--- src/rtl/servo_pwm_multi.sv ---
// servo_pwm_multi: multi-channel hobby-servo PWM generator.
// One shared frame counter drives NUM_CH channels. Each channel slews its current
// position toward a target (written over a valid/ready port) by at most STEP clocks
// per frame. Optional failsafe watchdog: define SERVO_FAILSAFE_EN.

// Per-channel state: target, slewed current position, PWM pin and moving flag.
module servo_pwm_ch #(
   parameter int POS_W    = 7,
   parameter int CNT_W    = 10,
   parameter int MIN_CLKS = 100,
   parameter int STEP     = 10,
   parameter int CENTER   = 50
) (
   input  logic             i_mclk,
   input  logic             i_rst,
   input  logic             i_tick,
   input  logic             i_wr,
   input  logic [POS_W-1:0] i_wr_pos,
   input  logic             i_center,
   input  logic [CNT_W-1:0] i_cnt,
   output logic             o_servo,
   output logic             o_moving
);
   logic [POS_W-1:0] r_tgt, r_cur;
   logic [POS_W-1:0] w_diff, w_cur_nxt;
   logic             w_up;
   logic [CNT_W-1:0] w_thr;

   // Slew step: land exactly on target when within STEP, otherwise move STEP toward it.
   always_comb begin
      w_up   = (r_tgt > r_cur);
      w_diff = w_up ? (r_tgt - r_cur) : (r_cur - r_tgt);
      if (32'(w_diff) <= 32'(STEP)) w_cur_nxt = r_tgt;
      else if (w_up)                w_cur_nxt = r_cur + POS_W'(STEP);
      else                          w_cur_nxt = r_cur - POS_W'(STEP);
      w_thr = CNT_W'(MIN_CLKS) + CNT_W'(r_cur);
   end

   // Target register: writes never coincide with the frame tick, so the failsafe
   // recenter (tick-only) and a write cannot collide.
   always_ff @(posedge i_mclk or posedge i_rst) begin
      if (i_rst)         r_tgt <= POS_W'(CENTER);
      else if (i_wr)     r_tgt <= i_wr_pos;
      else if (i_center) r_tgt <= POS_W'(CENTER);
   end

   // Current position moves once per frame, on the counter-zero cycle.
   always_ff @(posedge i_mclk or posedge i_rst) begin
      if (i_rst)       r_cur <= POS_W'(CENTER);
      else if (i_tick) r_cur <= w_cur_nxt;
   end

   // Registered pin and moving flag; the pin lags the counter by one cycle.
   always_ff @(posedge i_mclk or posedge i_rst) begin
      if (i_rst) begin
         o_servo  <= 1'b0;
         o_moving <= 1'b0;
      end else begin
         o_servo  <= (i_cnt < w_thr);
         o_moving <= (r_cur != r_tgt);
      end
   end
endmodule

module servo_pwm_multi #(
   parameter int NUM_CH         = 4,
   parameter int FRAME_CLKS     = 1000000,
   parameter int MIN_CLKS       = 50000,
   parameter int MAX_CLKS       = 100000,
   parameter int STEP           = 500,
   parameter int TIMEOUT_FRAMES = 50,
   localparam int SPAN   = MAX_CLKS - MIN_CLKS,
   localparam int CENTER = SPAN / 2,
   localparam int POS_W  = $clog2(SPAN + 1),
   localparam int CH_W   = (NUM_CH > 1) ? $clog2(NUM_CH) : 1
) (
   input  logic              i_mclk,
   input  logic              i_rst,
   input  logic              i_wr_valid,
   output logic              o_wr_ready,
   input  logic [CH_W-1:0]   i_wr_ch,
   input  logic [POS_W-1:0]  i_wr_pos,
   output logic [NUM_CH-1:0] o_servo,
   output logic [NUM_CH-1:0] o_moving,
   output logic              o_frame_tick,
   output logic              o_fault
);
   localparam int CNT_W = $clog2(FRAME_CLKS);

   logic [CNT_W-1:0] r_cnt;
   logic             w_tick, w_acc, w_center;
   logic [POS_W-1:0] w_pos_sat;

   assign w_tick     = (r_cnt == '0);
   assign o_wr_ready = ~w_tick;
   assign w_acc      = i_wr_valid & o_wr_ready;
   assign w_pos_sat  = (i_wr_pos > POS_W'(SPAN)) ? POS_W'(SPAN) : i_wr_pos;

   // Free-running frame counter, 0..FRAME_CLKS-1.
   always_ff @(posedge i_mclk or posedge i_rst) begin
      if (i_rst)                                 r_cnt <= '0;
      else if (r_cnt == CNT_W'(FRAME_CLKS - 1))  r_cnt <= '0;
      else                                       r_cnt <= r_cnt + 1'b1;
   end

   // Frame tick, registered one cycle after the counter is zero.
   always_ff @(posedge i_mclk or posedge i_rst) begin
      if (i_rst) o_frame_tick <= 1'b0;
      else       o_frame_tick <= w_tick;
   end

`ifdef SERVO_FAILSAFE_EN
   localparam int WD_W = $clog2(TIMEOUT_FRAMES + 1);
   logic [WD_W-1:0] r_wd;
   logic            w_ch_ok;

   assign w_ch_ok  = ({1'b0, i_wr_ch} < (CH_W + 1)'(NUM_CH));
   assign w_center = w_tick && (r_wd == WD_W'(TIMEOUT_FRAMES - 1));

   // Watchdog: frames since last valid write, saturating; trips fault when it reaches the timeout.
   always_ff @(posedge i_mclk or posedge i_rst) begin
      if (i_rst) begin
         r_wd    <= '0;
         o_fault <= 1'b0;
      end else if (w_acc && w_ch_ok) begin
         r_wd    <= '0;
         o_fault <= 1'b0;
      end else if (w_tick && (r_wd != WD_W'(TIMEOUT_FRAMES))) begin
         r_wd <= r_wd + 1'b1;
         if (w_center) o_fault <= 1'b1;
      end
   end
`else
   assign w_center = 1'b0;
   assign o_fault  = 1'b0;
`endif

   for (genvar i = 0; i < NUM_CH; i++) begin : g_ch
      servo_pwm_ch #(
         .POS_W(POS_W), .CNT_W(CNT_W), .MIN_CLKS(MIN_CLKS), .STEP(STEP), .CENTER(CENTER)
      ) u_ch (
         .i_mclk   (i_mclk),
         .i_rst    (i_rst),
         .i_tick   (w_tick),
         .i_wr     (w_acc && (i_wr_ch == CH_W'(i))),
         .i_wr_pos (w_pos_sat),
         .i_center (w_center),
         .i_cnt    (r_cnt),
         .o_servo  (o_servo[i]),
         .o_moving (o_moving[i])
      );
   end
endmodule

--- config.mk ---
export PLATFORM = sky130hd
export DESIGN_NAME = servo_pwm_multi
export DESIGN_NICKNAME = d
export VERILOG_FILES = /design/src/rtl/servo_pwm_multi.sv
export SDC_FILE = /design/constraint.sdc
export NUM_CORES = 1
export LEC_CHECK = 0
export ABC_AREA = 1
export BUFFER_PORTS_ARGS = -buffer_cell sky130_fd_sc_hd__buf_2
export CELL_PAD_IN_SITES_DETAIL_PLACEMENT = 0
export CELL_PAD_IN_SITES_GLOBAL_PLACEMENT = 1
export CORE_AREA = 3 3 203 205
export DETAILED_ROUTE_END_ITERATION = 8
export DIE_AREA = 0 0 206 208
export GPL_ROUTABILITY_DRIVEN = 0
export PLACE_DENSITY_LB_ADDON = 0.3
export SLEW_MARGIN = 10
export SYNTH_ARGS = -nofsm -noshare
export SYNTH_HDL_FRONTEND = slang
export SYNTH_SLANG_ARGS = --single-unit
--- constraint.sdc ---
create_clock -name i_mclk -period 16.3 [get_ports i_mclk]
set_clock_uncertainty 0.1 [all_clocks]
set_input_delay 3.26 -clock i_mclk [delete_from_list [all_inputs] [get_ports i_mclk]]
set_output_delay 3.26 -clock i_mclk [all_outputs]
set_load 0.01 [all_outputs]
==> run_results.csv <==
group,metric,value,unit
clock_network,insertion_delay,0.45,ns
setup_path,cp-end-kind,"primary output",
global_route,antenna_found_initial,1,
clock_network,cts_setup_buffers,0,
setup_path,timing.rr.start,"g_ch[0].u_ch.r_cur[13]$_DFFE_PP1P_",
setup_path,worstPathCellList,"inv_1 > ha_1 > nand3_1 > nor4_2 > buf_4 > inv_2 > buf_4 > buf_2",
sta,timing.final.crit_period,6.03,ns
setup_path,cp_slowest_cell,"dfrtp_1",
clock_network,tritoncts,"built",
sta,rsz0062_at_grt,"no",
global_route,grt_pass1_vias,18200,
die,die_w,206,µm
final_layout,syn2layout_area_growth,5.19,%
outcome,status,"completed",
setup_path,start_kind,"flip-flop",
yosys,synth.yosys.warnings,0,
setup_path,reg2reg_depth,20,
drt,vias_per_cell,5.38,
placement,numPlacedInstances,3629,
min_path,hp-class,"reg2reg",
power_and_ir_drop,vdd_drop_max,0.0526,mV
clock_network,numCtsBuffers,17,
global_route,grt_pass1_wl,97400,µm
placement,io_buffers,30,
sta,final_hold_viol_count,0,
yosys,syn_inst,3132,
global_route,grtUsageTotal,28.2,%
drt,wl_per_cell,16.7,µm
clock_network,root_buffer,"clkbuf_16",
sta,relSlewSlack,28.2,%
yosys,yosysUniqueCellTypes,55,
clock_network,htree_levels,4,
setup_path,crit_fanout,58,
yosys,synth_area,0.0202,mm²
sta,fmax,166,MHz
yosys,ys_seq_area_share,19.8,%
yosys,avgSynthCellArea,6.45,µm²
setup_path,crit_required,12.94,ns
drt,wirelength,61200,µm
setup_path,setup.worst_path.end,"o_wr_ready",
drt,route.detailed.drc,0,
power_and_ir_drop,p_per_area,84.3,mW/mm²
setup_path,worstSetupPathType,"reg2out",
drt,antenna_left,0,
global_route,grt_remaining_overflow,0,
final_layout,layout_common_cells,"nand2_1 (1097), inv_1 (520), ha_1 (242), nand3_1 (210), a21oi_1 (156)",
sta,finalMaxSlewViolations,0,
yosys,syn_nets,3407,
power_and_ir_drop,p_total,1.79,mW
setup_path,crit_top_cell,"buf_4",
clock_network,hold_buffers,0,
final_layout,fin_nets,3398,
clock_network,cts_buffer_depth,2,
setup_path,r2r-end,"g_ch[0].u_ch.r_cur[13]$_DFFE_PP1P_",
drt,vias,19700,
die,rows,73,
clock_network,cts_resized,0,
setup_path,cp.arrival,2.67,ns
die,coreArea,0.0396,mm²
sta,setup_tns,0,ns
drt,first_pass_iters,5,
yosys,ys_async_sr_fraction,100,%
final_layout,diodes,0,
final_layout,final_cell_count_no_fill,3661,
die,floorplan.die_area,0.0428,mm²
yosys,ys_ff_latch,157,
final_layout,nFillCells,4004,
final_layout,mostFrequentLayoutCell,"nand2_1",
sta,worstMarginPinSlew,1.08,ns
power_and_ir_drop,leakagePower,11.7,nW
drt,drt_iter0_drc,1455,
sta,setup_viol_count_final,0,
yosys,ys.flop_type,"dfrtp_1",
die,initial_utilization,50.9,%
yosys,synth_edf_count,0,
final_layout,drive_gt1_share,8.04,%
setup_path,crit_start,"r_cnt[0]$_DFF_PP0_",
global_route,grt_max_degree,89,
die,die_h,208,µm
clock_network,path_clk_slew,0.07,ns
placement,hpwl,49200,µm
die,ios,32,
setup_path,max_stage_delay,0.41,ns
sta,timing.final.crit_share,37.0,%
clock_network,clock_sinks,157,
flow_run,cap_viol_max_count,0,
setup_path,r2r_slack,11.60,ns
==> kinds of logic after synthesis <==
logic type	Yosys count	share of synthesized area [%]
flops	157	19.8
buf+inv	607	12.3
compound gates	318	8.61
xor+xnor	140	6.07
other cells	1	0.0186
fa+ha+maj	254	16.2
simple gates	1655	37.0
==> worst max-delay path: cells and delay by family (launching register included) <==
family / cells / cell delay, ns
fa+ha+maj: 1 / 0.19
buf+inv: 5 / 1.06
flops: 1 / 0.41
simple gates: 2 / 0.57
==> power breakdown <==
part / switching [mW] / total [mW] / internal, mW / leakage (nW)
Sequential: 0.0536 / 0.477 / 0.423 / 1.85
Clock: 0.200 / 0.407 / 0.207 / 0.293
Combinational: 0.603 / 0.907 / 0.304 / 9.57
==> layer usage <==
layer  part of all wire (%)  up-vias  global-route usage (%)
li1                       -     9897                       -
met2                     46      609                    46.2
met3                    5.7       90                    2.97
met1                     46     9093                    39.5
met4                    3.1        2                    8.29
met5                  0.011        -                       0
==> stage by stage <==
step	hold WS [ns]	utilization, %	setup slack, ns	area (µm²)
after CTS	0.372	53.6	10.28	21200
final	0.374	53.6	10.27	21200
after detailed placement	0.363	52.1	10.77	20600
after floorplan	0.332	-	8.78	20200
after global placement	0.343	52.1	10.82	20600
after global routing	0.401	53.6	10.14	21200
==> state kept, by name, indices dropped and copies added (netlist names) <==
register	flops
g_ch.u_ch.o_moving	4
g_ch.u_ch.o_servo	4
g_ch.u_ch.r_cur	64
g_ch.u_ch.r_tgt	64
o_frame_tick	1
r_cnt	20
==> area by class of cell <==
class | count | area [µm²] | share of cell area (%)
multi-input cells | 2368 | 13700 | 64.6
inverters | 537 | 2030 | 9.54
clock buffers | 17 | 425 | 2.00
flip-flops and latches | 157 | 3990 | 18.8
clock inverters | 15 | 175 | 0.825
well taps | 525 | 657 | 3.09
repair buffers | 42 | 240 | 1.13
==> worst min path at each step <==
| stage | startpoint | end | slack (ns) | depth (start not counted) |
|---|---|---|---|---|
| 2_1_floorplan | r_cnt[0]$_DFF_PP0_ | r_cnt[0]$_DFF_PP0_ | 0.33 | 1 |
| 3_3_place_gp | r_cnt[0]$_DFF_PP0_ | r_cnt[0]$_DFF_PP0_ | 0.34 | 1 |
| 3_5_place_dp | r_cnt[0]$_DFF_PP0_ | r_cnt[0]$_DFF_PP0_ | 0.36 | 1 |
| 4_1_cts | r_cnt[0]$_DFF_PP0_ | r_cnt[0]$_DFF_PP0_ | 0.37 | 1 |
| 5_1_grt | r_cnt[0]$_DFF_PP0_ | r_cnt[0]$_DFF_PP0_ | 0.40 | 1 |
| 6_report | r_cnt[0]$_DFF_PP0_ | r_cnt[0]$_DFF_PP0_ | 0.37 | 1 |
==> synthesized netlist by cell type (44+ instances only) <==
cell	n	area, µm²
o21ai_0	109	546
xor2_1	121	1060
dfrtp_1	109	2730
nand4_1	81	507
nand3_2	44	440
ha_1	242	3030
a21oi_1	156	781
inv_1	522	1960
nor2_1	105	394
nand3_1	210	1050
nand2_1	1097	4120
dfstp_2	48	1260
Note: power is estimated with default switching activity, not from simulation.
